$ cat config.mk
export PLATFORM = sky130hd
export DESIGN_NAME = div_unit
export DESIGN_NICKNAME = d
export VERILOG_FILES = /design/src/rtl/div_unit.sv
export SDC_FILE = /design/constraint.sdc
export NUM_CORES = 1
export LEC_CHECK = 0
export ABC_CLOCK_PERIOD_IN_PS = 6000
export BUFFER_PORTS_ARGS = -buffer_cell sky130_fd_sc_hd__buf_2
export CAP_MARGIN = 20
export CORE_MARGIN = 2
export CORE_UTILIZATION = 50
export CTS_CLUSTER_DIAMETER = 40
export CTS_CLUSTER_SIZE = 30
export DETAILED_ROUTE_END_ITERATION = 16
export HOLD_SLACK_MARGIN = 0.15
export PLACE_DENSITY = 0.73
export SLEW_MARGIN = 20
export SYNTH_ARGS = -nofsm -noshare
export SYNTH_HDL_FRONTEND = slang
export SYNTH_SLANG_ARGS = --single-unit
$ cat constraint.sdc
create_clock -name clk -period 6 [get_ports clk]
set_input_delay 1.2 -clock clk [delete_from_list [all_inputs] [get_ports clk]]
set_output_delay 1.2 -clock clk [all_outputs]
set_load 0.05 [all_outputs]
$ cat src/rtl/div_unit.sv
// div_unit: iterative radix-2 restoring divider for DIV/DIVU, one quotient bit per clock
module div_unit #(
  parameter int DATA_W = 32
) (
  input  logic              clk,
  input  logic              rst,
  input  logic              start,
  input  logic              signed_op,
  input  logic              annul,
  input  logic [DATA_W-1:0] opa,
  input  logic [DATA_W-1:0] opb,
  output logic              busy,
  output logic              done,
  output logic [DATA_W-1:0] quotient,
  output logic [DATA_W-1:0] remainder,
  output logic              div_by_zero
);
  localparam int CW = $clog2(DATA_W) + 1;
  typedef enum logic [1:0] {IDLE, DIV, FIN} state_t;
  state_t state_q, state_d;
  logic [DATA_W-1:0] dvd_q, dvd_d, dvs_q, dvs_d, rem_q, rem_d;
  logic [DATA_W-1:0] quo_q, quo_d, res_q, res_d;
  logic [CW-1:0] cnt_q, cnt_d;
  logic q_neg_q, q_neg_d, r_neg_q, r_neg_d, dz_q, dz_d, dbz_q, dbz_d;
  logic [DATA_W:0] sh, diff;
  logic ge, opb_zero;
  assign opb_zero = opb == '0;
  assign sh = {rem_q, dvd_q[DATA_W-1]};
  assign diff = sh - {1'b0, dvs_q};
  assign ge = ~diff[DATA_W];
  assign busy = state_q != IDLE;
  assign done = (state_q == FIN) & ~annul;
  assign quotient = quo_q;
  assign remainder = res_q;
  assign div_by_zero = dbz_q;
  // A zero divisor parks the raw dividend in dvd_q and pre-loads the terminal count,
  // so the next edge goes straight to FIN.
  always_comb begin
    state_d = state_q;
    dvd_d = dvd_q;
    dvs_d = dvs_q;
    rem_d = rem_q;
    quo_d = quo_q;
    res_d = res_q;
    cnt_d = cnt_q;
    q_neg_d = q_neg_q;
    r_neg_d = r_neg_q;
    dz_d = dz_q;
    dbz_d = dbz_q;
    if (annul) state_d = IDLE;
    else case (state_q)
      IDLE: if (start) begin
        state_d = DIV;
        dz_d = opb_zero;
        dvd_d = (signed_op & opa[DATA_W-1] & ~opb_zero) ? -opa : opa;
        dvs_d = (signed_op & opb[DATA_W-1]) ? -opb : opb;
        rem_d = '0;
        cnt_d = opb_zero ? CW'(DATA_W) : '0;
        q_neg_d = signed_op & (opa[DATA_W-1] ^ opb[DATA_W-1]);
        r_neg_d = signed_op & opa[DATA_W-1];
      end
      DIV: if (cnt_q == CW'(DATA_W)) begin
        state_d = FIN;
        quo_d = dz_q ? '1 : q_neg_q ? -dvd_q : dvd_q;
        res_d = dz_q ? dvd_q : r_neg_q ? -rem_q : rem_q;
        dbz_d = dz_q;
      end else begin
        rem_d = ge ? diff[DATA_W-1:0] : sh[DATA_W-1:0];
        dvd_d = {dvd_q[DATA_W-2:0], ge};
        cnt_d = cnt_q + CW'(1);
      end
      FIN: state_d = IDLE;
      default: state_d = IDLE;
    endcase
  end
  always_ff @(posedge clk or posedge rst) begin
    if (rst) begin
      state_q <= IDLE;
      dvd_q <= '0;
      dvs_q <= '0;
      rem_q <= '0;
      quo_q <= '0;
      res_q <= '0;
      cnt_q <= '0;
      q_neg_q <= 1'b0;
      r_neg_q <= 1'b0;
      dz_q <= 1'b0;
      dbz_q <= 1'b0;
    end else begin
      state_q <= state_d;
      dvd_q <= dvd_d;
      dvs_q <= dvs_d;
      rem_q <= rem_d;
      quo_q <= quo_d;
      res_q <= res_d;
      cnt_q <= cnt_d;
      q_neg_q <= q_neg_d;
      r_neg_q <= r_neg_d;
      dz_q <= dz_d;
      dbz_q <= dbz_d;
    end
  end
endmodule
== Word level (Yosys, flattened, before mapping) ==
Cells that the tools add are included.
Storage, ports and cells
  register bits: 172
  bits of input ports: 69
  output and inout port bits: 67
  logic and storage cells: 62
Cells by class
  $add $sub $neg: 6
  equality and inequality tests: 7
  mux-type cells: 21
  bitwise logic cells: 9
  reduce and logical (&&, ||, !) cells: 8
Operators with widths (number)
  32-bit 2-to-1 mux: 11
  32-bit negator: 4
  32-bit case mux with 2 select lines: 2
  33-bit by 32-bit subtractor with 33-bit output: 1
  32-bit zero test: 1
  6-bit 2-to-1 mux: 3
  6-bit case mux with 2 select lines: 1
  6-bit by 1-bit adder with 6-bit output, second input constant: 1
  6-bit equality test, second input constant: 1
  2-bit 2-to-1 mux: 3
  3-bit inequality test, second input constant: 2
  3-bit AND reduction: 2
  1-bit AND: 5
  2-bit inequality test, second input constant: 2
  2-bit case mux with 2 select lines: 1
  4-bit AND reduction: 1
  2-bit nonzero test: 2
  1-bit NOT: 3
  2-bit by 1-bit equality test with 1-bit output, second input constant: 1
  2-bit equality test, second input constant: 1
  2-bit zero test: 1
  2-bit AND reduction: 1
  1-bit XOR: 1

== Longest topological paths before layout ==
  depth after elaboration: 6
  gate-level depth with buffers: 12

== Least setup slack after synthesis ==
No wires, ideal clock.
  path type: input to output
  start point: input annul
  end point: output done
  data arrival time: 2.358 ns
  setup slack: 2.442 ns
  stages: 1
  path buffers: 0
  path through: nor3b_1
On the way
  cells in the longest elaborated chain, start to end: 2
RTL lines
  from (decl): RTL line 9  | input logic annul,
  1-bit NOT (no line)
  1-bit AND: RTL line 32  | assign done = (state_q == FIN) & ~annul;
  to (decl): RTL line 13  | output logic done,
Every way passes these cells.

== Final worst setup path ==
  start point: register dvd_q[31]
  end point: register rem_q[22]
On the way
  cells in the longest elaborated chain, start to end: 4
RTL lines
  from (decl): RTL line 21  | logic [DATA_W-1:0] dvd_q, dvd_d, dvs_q, dvs_d, rem_q, rem_d;
  from (signal assigned): RTL line 91  | dvd_q <= dvd_d;
  33-bit by 32-bit subtractor with 33-bit output: RTL line 29  | assign diff = sh - {1'b0, dvs_q};
  32-bit 2-to-1 mux: RTL line 68  | rem_d = ge ? diff[DATA_W-1:0] : sh[DATA_W-1:0];
  32-bit 2-to-1 mux: RTL line 62  | DIV: if (cnt_q == CW'(DATA_W)) begin
  32-bit case mux with 2 select lines: RTL line 51  | else case (state_q)
  to (signal assigned): RTL line 93  | rem_q <= rem_d;
  to (decl): RTL line 21
Every way passes these cells. The select of a mux whose other input is x is not followed.
A chain may end at the register's enable or synchronous reset.

==> results.sh <==
export IMPL_postSynthCellCount=1405
export IMPL_maxClockFrequency_mhz=275
export IMPL_ys_seq_elements=172
export IMPL_grt_pass1_wl_mm=52.5
export IMPL_floorplan_initialDensity_pct=50.5
export IMPL_synthesis_area_per_instance_sq_um=8.36
export IMPL_slowest_stage_cell_cp="a221o_1"
export IMPL_die_y_um=157
export IMPL_timing_clock_skew_ns=0.00839
export IMPL_crit_path_max_incr_delay_ns=0.45
export IMPL_cts_tree="yes"
export IMPL_use_met1_pct=39.1
export IMPL_vias=10800
export IMPL_synthesis_nets=1513
export IMPL_num_cts_buffers=17
export IMPL_timing_max_slew_rel_slack_pct=24.7
export IMPL_cts_reportedPaths_clkPinSlew_ns=0.08
export IMPL_cts_htree_levels=4
export IMPL_crit_fanout=21
export IMPL_fin_util_pct=56.9
export IMPL_synth_area_sq_mm=0.0118
export IMPL_actual_slew_at_the_worst_max_slew_pin_ns=1.12
export IMPL_worstSetupStartpointType="flop"
export IMPL_ys_seq_area_share_pct=36.6
export IMPL_grt_usage_pct=27.1
export IMPL_post_cts_setup_buffers=0
export IMPL_fin_nets=1601
export IMPL_grt_max_degree=99
export IMPL_run_status="completed"
export IMPL_path_cells="inv_1 > ha_1 > fa_1 > nor2b_1 > o31ai_1 > a31o_2 > a21o_1 > a21oi_2 > mux2i_1 > buf_4 > a21oi_1 > a221o_1"
export IMPL_detail_route_first_pass_iterations=5
export IMPL_timing_worst_setup_path_type="reg2reg"
export IMPL_n_antenna_cell=0
export IMPL_netlist_cell_type_count=76
export IMPL_finalCriticalPeriod_ns=3.64
export IMPL_overflow=0
export IMPL_number_of_antenna_violations_at_the_first_check_in_global_routing=0
export IMPL_totalPowerFinal_mw=5.27
export IMPL_post_route_cells_drive_above_1_share_pct=14.8
export IMPL_core_area_sq_mm=0.0233
export IMPL_num_rows=56
export IMPL_grt_pass1_vias=9874
export IMPL_fin_tns_setup_ns=0
export IMPL_portBuffers=135
export IMPL_drt_total_wl_mm=33.0
export IMPL_synth_edf_count=0
export IMPL_ant_nets=0
export IMPL_critical_path_top_delay_family="compound AO/OA/AOI/OAI gates"
export IMPL_numPlacedInstances=1792
export IMPL_synth_ff_type="dfrtp_1"
export IMPL_grtUsageMet3_pct=3.88
export IMPL_filler_cell_count=2203
export IMPL_post_drt_via_cell_ratio=5.90
export IMPL_drc_violation_total_after_the_first_tritonroute_iteration=904
export IMPL_power_leakage_nw=6.11
export IMPL_final_instance_count_excl_fill=1825
export IMPL_num_io_pins=136
export IMPL_warnings_from_yosys=0
export IMPL_layout_area_overhead_vs_synth_pct=12.6
export IMPL_rsz0062_at_grt="false"
export IMPL_dp_final_hpwl_mm=24.6
export IMPL_globalRouteMet2Util_pct=41.3
export IMPL_min_path_type="reg2reg"
export IMPL_grt_most_used_layer="met2"
export IMPL_avgRoutedWirePerCell_um=18.1
export IMPL_finalSetupViolations=0
export IMPL_critical_path_required_ns=6.32
export IMPL_post_cts_resized=0
export IMPL_max_clock_path_buffers=2
export IMPL_gp_routability_congestion=0.932
export IMPL_horiz_die_dim_um=157
export IMPL_holdBufCountCts=0
export IMPL_worstPathArrival_ns=3.96
export IMPL_report_final_hold_viol_count=0
export IMPL_clk_latency_ns=0.44
export IMPL_clock_sink_count=172
export IMPL_detail_route_drc_violations=0
export IMPL_critPathCaptureType="flop"
export IMPL_period_share_pct=60.6
export IMPL_report_final_slew_viol_count=0
export IMPL_cell_at_the_root_of_the_clock_tree="clkbuf_16"
export IMPL_maximum_capacitance_violations=0
export IMPL_power_ir_vdd_worst_mv=0.209
export IMPL_cp_buffers_inverters=2
export IMPL_power_density_mw_per_mm2=398
export IMPL_design_die_area_sq_mm=0.0247
export IMPL_synthArstFlopShare_pct=100
## cells in the mapped netlist (15+ instances only)
| cell | instances | area (sq um) |
|---|---|---|
| a21oi_1 | 101 | 505 |
| a221o_1 | 19 | 190 |
| and2_1 | 15 | 93.8 |
| clkbuf_1 | 66 | 248 |
| dfrtp_1 | 172 | 4300 |
| ha_1 | 38 | 475 |
| inv_1 | 65 | 244 |
| nand2_1 | 186 | 698 |
| nand3_1 | 38 | 190 |
| nand4_1 | 16 | 100 |
| nor2_1 | 105 | 394 |
| nor3_1 | 24 | 120 |
| o211ai_1 | 28 | 210 |
| o21ai_0 | 127 | 636 |
| o31ai_1 | 26 | 195 |
| o41ai_1 | 15 | 131 |
| xnor2_1 | 62 | 543 |
| xor2_1 | 86 | 753 |
## final cells by class
cell class / instances / area, sq um / share of cell area (%)
Sequential cell: 172 / 4310 / 32.5
Inverter: 65 / 249 / 1.88
Tap cell: 319 / 399 / 3.02
Multi-Input combinational cell: 1087 / 6890 / 52.0
Timing Repair Buffer: 150 / 806 / 6.09
Clock buffer: 17 / 425 / 3.21
Clock inverter: 15 / 161 / 1.22
## report_power, final
group	switching, mW	internal [mW]	total, mW
registers	0.383	1.33	1.71
clock network	0.551	0.564	1.11
logic	1.46	0.980	2.44
## worst reg2reg max path: cells and delay by family (launching register included)
family	cells	cell delay, ns
adder cells (fa/ha/maj)	2	0.65
buffers and inverters	2	0.42
flip-flops	1	0.42
AND/OR/NAND/NOR	1	0.20
multiplexers	1	0.22
AO/OA/AOI/OAI	6	1.62
## cells by family after synthesis
logic type / share of synthesized area (%)
simple gates: 20.0
compound gates: 22.8
flops: 36.6
xor+xnor: 11.0
buf+inv: 4.90
fa+ha+maj: 4.22
mux: 0.468
## registers in the layout (all words and copies together), names as in the netlist
| register | cells |
|---|---|
| remainder | 32 |
| r_neg_q | 1 |
| dvs_q | 32 |
| cnt_q | 6 |
| dz_q | 1 |
| div_by_zero | 1 |
| quotient | 32 |
| q_neg_q | 1 |
| rem_q | 32 |
| state_q | 2 |
| dvd_q | 32 |
## routing by layer
| metal | wire [um] | part of all wire (%) | up-vias |
|---|---|---|---|
| li1 | - | - | 5204 |
| met1 | 15500 | 47 | 5121 |
| met2 | 14500 | 44 | 370 |
| met3 | 1870 | 5.7 | 64 |
| met4 | 1110 | 3.4 | 0 |
| met5 | 0 | 0 | - |
## path summary, 6_finish.rpt
check	startpoint	endpoint	slack [ns]	cells after the start
worst max-delay path	dvd_q[31]	rem_q[22]	2.36	12
worst min-delay path	quotient[2]	quotient[2]	0.47	2
worst max register to register	dvd_q[31]	rem_q[22]	2.36	12
min in group asynchronous	rst	remainder[4]	0.92	2
max in group asynchronous	rst	quotient[13]	4.03	3
worst min register to register	quotient[2]	quotient[2]	0.47	2
## layout by cell type, fill, tap and decap left out, types with 4 or more instances in the layout
cell type  instances
nand2_1          184
or3_1              6
and3_1            14
xor2_1            86
and2_1            15
a221o_1           19
o31ai_1           26
nand3b_1           4
or4_1             10
o21ai_0          127
or4_4              5
nand3_1           38
a21oi_1          100
o21ai_1            4
o41ai_2            4
nor3_1            23
clkbuf_16         18
nor2b_1            8
xnor2_1           62
o221ai_1           5
nor2_1           105
a21o_1            11
nor3_2             4
o211ai_1          28
nor3b_1            4
mux2i_1            4
dfrtp_1          171
a22oi_1            8
inv_8              9
nand4_1           16
nand2b_1          14
buf_4             14
o41ai_1           15
a211oi_1          14
buf_2            135
ha_1              38
a31oi_1           14
inv_1             63
o311ai_0           7
nor4_1            10
## stage by stage
stage	hold WS, ns	area, sq um	setup WS [ns]
floorplan	0.450	11800	0.140
global placement	0.449	12600	2.20
detailed placement	0.452	12600	2.13
CTS	0.468	13200	2.41
global route	0.503	13200	2.21
finish	0.466	13200	2.36
Power figures use the tool's default switching activity.
